**src/rtl/ecdsa_reg_bank.sv**
```systemverilog
// PIO register bank for the multi-channel ECDSA engine: per-channel expiry times,
// sticky error status with mask/IRQ, and clear-on-read verify counters.
module ecdsa_reg_bank #(
    parameter int unsigned           PIO_NBITS  = 32,
    parameter int unsigned           ADDR_NBITS = 8,
    parameter int unsigned           NUM_CH     = 4,
    parameter int unsigned           EXP_NBITS  = 32,
    parameter logic [EXP_NBITS-1:0]  EXP_RST    = '0,
    parameter int unsigned           CNT_NBITS  = 16
) (
    input  logic                        clk,
    input  logic                        rst,
    input  logic                        clk_div,
    input  logic                        reg_bs,
    input  logic                        reg_rd,
    input  logic                        reg_wr,
    input  logic [PIO_NBITS-1:0]        reg_addr,
    input  logic [PIO_NBITS-1:0]        reg_din,
    output logic                        pio_ack,
    output logic                        pio_rvalid,
    output logic [PIO_NBITS-1:0]        pio_rdata,
    output logic [NUM_CH*EXP_NBITS-1:0] default_exp_time,
    input  logic [NUM_CH-1:0]           err_in,
    input  logic [NUM_CH-1:0]           verify_done,
    output logic                        err_irq
);

    localparam int unsigned BASE_EXP = 'h00;
    localparam int unsigned BASE_ERR = 'h10;
    localparam int unsigned BASE_MSK = 'h11;
    localparam int unsigned BASE_CNT = 'h20;

    logic [EXP_NBITS-1:0] exp_time [NUM_CH];
    logic [CNT_NBITS-1:0] verify_cnt [NUM_CH];
    logic [NUM_CH-1:0]    err_status;
    logic [NUM_CH-1:0]    err_mask;
    logic                 pend_wr;
    logic                 pend_rd;

    logic [ADDR_NBITS-1:0] addr_c;
    logic                  wr_req_c;
    logic                  rd_req_c;
    logic [NUM_CH-1:0]     w1c_c;
    logic [PIO_NBITS-1:0]  rdata_c;
    logic                  unused_addr_c;

    assign addr_c        = reg_addr[ADDR_NBITS-1:0];
    assign unused_addr_c = ^reg_addr[PIO_NBITS-1:ADDR_NBITS];

    // Single outstanding request; a simultaneous read+write is a write.
    assign wr_req_c = reg_bs & reg_wr & ~pend_wr & ~pend_rd;
    assign rd_req_c = reg_bs & reg_rd & ~reg_wr & ~pend_wr & ~pend_rd;
    assign w1c_c    = (wr_req_c && addr_c == ADDR_NBITS'(BASE_ERR)) ? reg_din[NUM_CH-1:0] : '0;

    // Read mux over the current register map; unmapped addresses read 0.
    always_comb begin
        rdata_c = '0;
        for (int unsigned ch = 0; ch < NUM_CH; ch++) begin
            if (addr_c == ADDR_NBITS'(BASE_EXP + ch))
                rdata_c = PIO_NBITS'(exp_time[ch]);
            if (addr_c == ADDR_NBITS'(BASE_CNT + ch))
                rdata_c = PIO_NBITS'(verify_cnt[ch]);
        end
        if (addr_c == ADDR_NBITS'(BASE_ERR))
            rdata_c = PIO_NBITS'(err_status);
        if (addr_c == ADDR_NBITS'(BASE_MSK))
            rdata_c = PIO_NBITS'(err_mask);
    end

    always_comb begin
        default_exp_time = '0;
        for (int unsigned ch = 0; ch < NUM_CH; ch++)
            default_exp_time[ch*EXP_NBITS +: EXP_NBITS] = exp_time[ch];
    end

    // Response handshake: responses only move on clk_div cycles.
    always_ff @(posedge clk or posedge rst) begin
        if (rst) begin
            pend_wr    <= 1'b0;
            pend_rd    <= 1'b0;
            pio_ack    <= 1'b0;
            pio_rvalid <= 1'b0;
            pio_rdata  <= '0;
            err_irq    <= 1'b0;
        end else begin
            if (clk_div) begin
                pio_ack    <= pend_wr;
                pio_rvalid <= pend_rd;
            end
            if (wr_req_c)
                pend_wr <= 1'b1;
            else if (clk_div)
                pend_wr <= 1'b0;
            if (rd_req_c)
                pend_rd <= 1'b1;
            else if (clk_div)
                pend_rd <= 1'b0;
            if (rd_req_c)
                pio_rdata <= rdata_c;
            err_irq <= |(err_status & ~err_mask);
        end
    end

    // Error status/mask; a new error wins over a same-cycle W1C.
    always_ff @(posedge clk or posedge rst) begin
        if (rst) begin
            err_status <= '0;
            err_mask   <= '1;
        end else begin
            err_status <= (err_status & ~w1c_c) | err_in;
            if (wr_req_c && addr_c == ADDR_NBITS'(BASE_MSK))
                err_mask <= reg_din[NUM_CH-1:0];
        end
    end

    always_ff @(posedge clk or posedge rst) begin
        if (rst) begin
            for (int unsigned ch = 0; ch < NUM_CH; ch++)
                exp_time[ch] <= EXP_RST;
        end else begin
            for (int unsigned ch = 0; ch < NUM_CH; ch++)
                if (wr_req_c && addr_c == ADDR_NBITS'(BASE_EXP + ch))
                    exp_time[ch] <= reg_din[EXP_NBITS-1:0];
        end
    end

    // Saturating verify counters, cleared when their read is accepted.
    always_ff @(posedge clk or posedge rst) begin
        if (rst) begin
            for (int unsigned ch = 0; ch < NUM_CH; ch++)
                verify_cnt[ch] <= '0;
        end else begin
            for (int unsigned ch = 0; ch < NUM_CH; ch++) begin
                if (rd_req_c && addr_c == ADDR_NBITS'(BASE_CNT + ch))
                    verify_cnt[ch] <= CNT_NBITS'(verify_done[ch]);
                else if (verify_done[ch] && verify_cnt[ch] != '1)
                    verify_cnt[ch] <= verify_cnt[ch] + CNT_NBITS'(1);
            end
        end
    end

endmodule
```
**config.mk**
```make
export PLATFORM = sky130hd
export DESIGN_NAME = ecdsa_reg_bank
export DESIGN_NICKNAME = d
export VERILOG_FILES = /design/src/rtl/ecdsa_reg_bank.sv
export SDC_FILE = /design/constraint.sdc
export NUM_CORES = 1
export LEC_CHECK = 0
export CAP_MARGIN = 0
export CORE_MARGIN = 1.5
export CORE_UTILIZATION = 35
export DETAILED_ROUTE_END_ITERATION = 8
export GPL_ROUTABILITY_DRIVEN = 0
export PLACE_DENSITY = 0.67
export SETUP_SLACK_MARGIN = 0.15
export SLEW_MARGIN = 20
export SYNTH_ARGS = -nofsm -noshare
export SYNTH_HDL_FRONTEND = slang
export SYNTH_SLANG_ARGS = --single-unit
```
**constraint.sdc**
```tcl
create_clock -name clk -period 12.9 [get_ports clk]
set_input_delay 2.58 -clock clk [delete_from_list [all_inputs] [get_ports clk]]
set_output_delay 2.58 -clock clk [all_outputs]
set_load 0.03 [all_outputs]
```
==> flow_summary.json <==
{
  "status": "finished clean",
  "wl_met1_mm": 15.99,
  "power_leakage_nw": 6.834,
  "met2_length_mm": 16.81,
  "critPathRequiredTime_ns": 13.31,
  "cts_max_path_buffers": 3,
  "setup_violations": 0,
  "drive_gt1_share_pct": 17.68,
  "final_cell_mix": "233 x dfrtp_1, 215 x clkdlybuf4s50_1, 102 x nor2_1",
  "stdcell_area_um2": 15320,
  "avgSynthCellArea_um2": 11.56,
  "synthArstFlopShare_pct": 100.0,
  "rsz0062_at_grt": "no",
  "grt_max_degree": 104,
  "grt_pass1_wl_mm": 55.34,
  "post-dp-hpwl_mm": 25.06,
  "initial_core_util_pct": 35.56,
  "synth_ff_type": "dfrtp_1",
  "crit_top_cell": "buf_4",
  "ys_seq_area_share_pct": 49.65,
  "cts_tree": "built",
  "setup_ws_ns": 7.767,
  "synth_edf_count": 0,
  "cap_violations": 0,
  "grt_pass1_vias": 9153,
  "wl_met3_mm": 1.745,
  "clk_latency_ns": 0.53,
  "fmax_mhz": 194.8,
  "cp_num_buf_inv": 3,
  "slew-limit-headroom_pct": 31.19,
  "hold_violations": 0,
  "power.total_mw": 1.829,
  "ys_seq_elements": 237,
  "min_period_ns": 5.133,
  "setup_tns_ns": 0,
  "synth_cell_types": 65,
  "routed_wl_mm": 35.68,
  "synth_cells": 1034,
  "dpl.cell_count": 1651,
  "synthesis.area_um2": 11950,
  "holdBufCountCts": 0,
  "antenna_found_initial": 1,
  "layout_commonest_cell": "dfrtp_1",
  "fillers": 3035,
  "worst_pin_slew_ns": 1.029,
  "cpLargestDelayFamily": "buffers and inverters",
  "vias": 9200,
  "critical_path_arrival_ns": 5.55,
  "ant_nets": 0,
  "slowest_delay_ns": 0.60,
  "placed_area_um2": 14430,
  "io_buffers": 216,
  "numCtsBuffers": 27,
  "die_h_um": 187.8,
  "power.density_nw_per_um2": 119.4,
  "dr.pass1.iters": 8,
  "core_area_um2": 33620,
  "dp_slack_ns": 6.836,
  "finalClockSkew_ns": 0.01234,
  "h-tree-depth": 1,
  "slowest_stage": "nand2b_1",
  "drt_iter0_markers": 719,
  "hp-class": "flip-flop to flip-flop",
  "io_pins": 241,
  "peakVddDrop_v": 0.00008822,
  "grt-ovfl-total": 0,
  "wl_per_cell_um": 21.00,
  "crit_fanout": 40,
  "post-cts-setup-buffers": 0,
  "area.growth.synth_to_final_pct": 28.17,
  "post-route-period-util_pct": 39.79,
  "die_area_um2": 35270,
  "vias_per_cell": 5.415,
  "cts_resized": 0,
  "path_cells": "clkdlybuf4s50_1 -> buf_4 -> nand2b_1 -> or3_2 -> buf_4 -> mux2_2",
  "critical_path_class": "input pin to flip-flop",
  "root_buffer": "clkbuf_16",
  "rows": 67,
  "yosys_warnings": 0,
  "cp-end-kind": "flip-flop",
  "top_layer_used": "met4",
  "syn_nets": 1116,
  "final_cells": 1699,
  "worstSetupStartpointType": "input pin",
  "slew_violations": 0,
  "nNetsFinal": 1314,
  "cts.clk_slew.worst_paths_ns": 0.06,
  "drc": 0,
  "track_usage_pct": 20.08,
  "die_x_um": 187.8,
  "cts.sinks": 237
}
==> registers in the layout, summed over array words and instances, names as in the netlist <==
| signal | flops |
|---|---|
| err_mask | 4 |
| pio_ack | 1 |
| err_status | 4 |
| pend_rd | 1 |
| pio_rvalid | 1 |
| pio_rdata | 32 |
| verify_cnt | 64 |
| default_exp_time | 128 |
| err_irq | 1 |
| pend_wr | 1 |
==> cells in the mapped netlist (21+ instances only) <==
cell / number / area, um2
dfrtp_1: 233 / 5831
nor2_1: 104 / 390.4
mux2_4: 90 / 1351
nand2_1: 66 / 247.7
o21ai_0: 46 / 230.2
mux2_2: 41 / 461.7
a21oi_1: 39 / 195.2
mux2i_1: 32 / 320.3
xnor2_1: 29 / 254.0
nand3_1: 28 / 140.1
nand4_1: 27 / 168.9
clkbuf_1: 25 / 93.84
buf_2: 23 / 115.1
nor3_1: 22 / 110.1
o22ai_1: 21 / 131.4
xor2_1: 21 / 183.9
==> layout make-up <==
| cell class | instances | area [um2] | share of cell area, % |
|---|---|---|---|
| Sequential cell | 237 | 5936 | 38.74 |
| Multi-Input combinational cell | 720 | 5619 | 36.68 |
| Timing Repair Buffer | 229 | 2257 | 14.73 |
| Clock buffer | 37 | 743.2 | 4.851 |
| Tap cell | 448 | 560.5 | 3.659 |
| Clock inverter | 10 | 131.4 | 0.8575 |
| Inverter | 17 | 71.32 | 0.4655 |
| Antenna cell | 1 | 2.502 | 0.01633 |
==> power breakdown <==
group | internal (mW) | switching [mW]
combinational | 0.0933 | 0.119
sequential | 0.787 | 0.0657
clock | 0.461 | 0.303
total | 1.34 | 0.487
==> kinds of logic (layout without fill, tap and decap cells) <==
logic type      count (synthesis)  in the layout  share of synthesized area (%)
compound gates                174            174                          9.473
xor+xnor                       50             50                          3.663
fa+ha+maj                       4              4                         0.4187
buf+inv                        77            293                          3.569
flops                         237            237                          49.65
mux                           175            175                          19.82
other cells                     0              1                              0
simple gates                  317            317                          13.40
==> worst min-delay path, stage by stage (launching register included) <==
cell     delay [ns]
dfrtp_1        0.34
nand2_1        0.05
o21ai_0        0.06
==> per-layer routing <==
layer	vias to the layer above	GRT usage, %
li1	4177	-
met1	4644	28.14
met2	315	32.22
met3	64	2.489
met4	0	6.585
met5	-	0
==> path summary, 6_finish.rpt <==
check / cells after the start / slack, ns / startpoint / endpoint
worst max register to register: 6 / 10.05 / pend_rd / verify_cnt[0]
min in group asynchronous: 2 / 2.58 / rst / verify_cnt[55]
worst min register to register: 2 / 0.48 / pio_rdata[30] / pio_rdata[30]
worst max-delay path: 6 / 7.77 / reg_addr[5] / default_exp_time[63]
max in group asynchronous: 3 / 8.85 / rst / default_exp_time[119]
worst min-delay path: 2 / 0.48 / pio_rdata[30] / pio_rdata[30]
==> per-stage QoR <==
| stage | hold WS [ns] | utilization, % |
|---|---|---|
| 2_1_floorplan | 0.4491 | - |
| 3_3_place_gp | 0.4611 | 42.92 |
| 3_5_place_dp | 0.4692 | 42.92 |
| 4_1_cts | 0.4832 | 45.52 |
| 5_1_grt | 0.5039 | 45.58 |
| 6_report | 0.4774 | 45.58 |
Note: power is estimated with default switching activity, not from simulation.
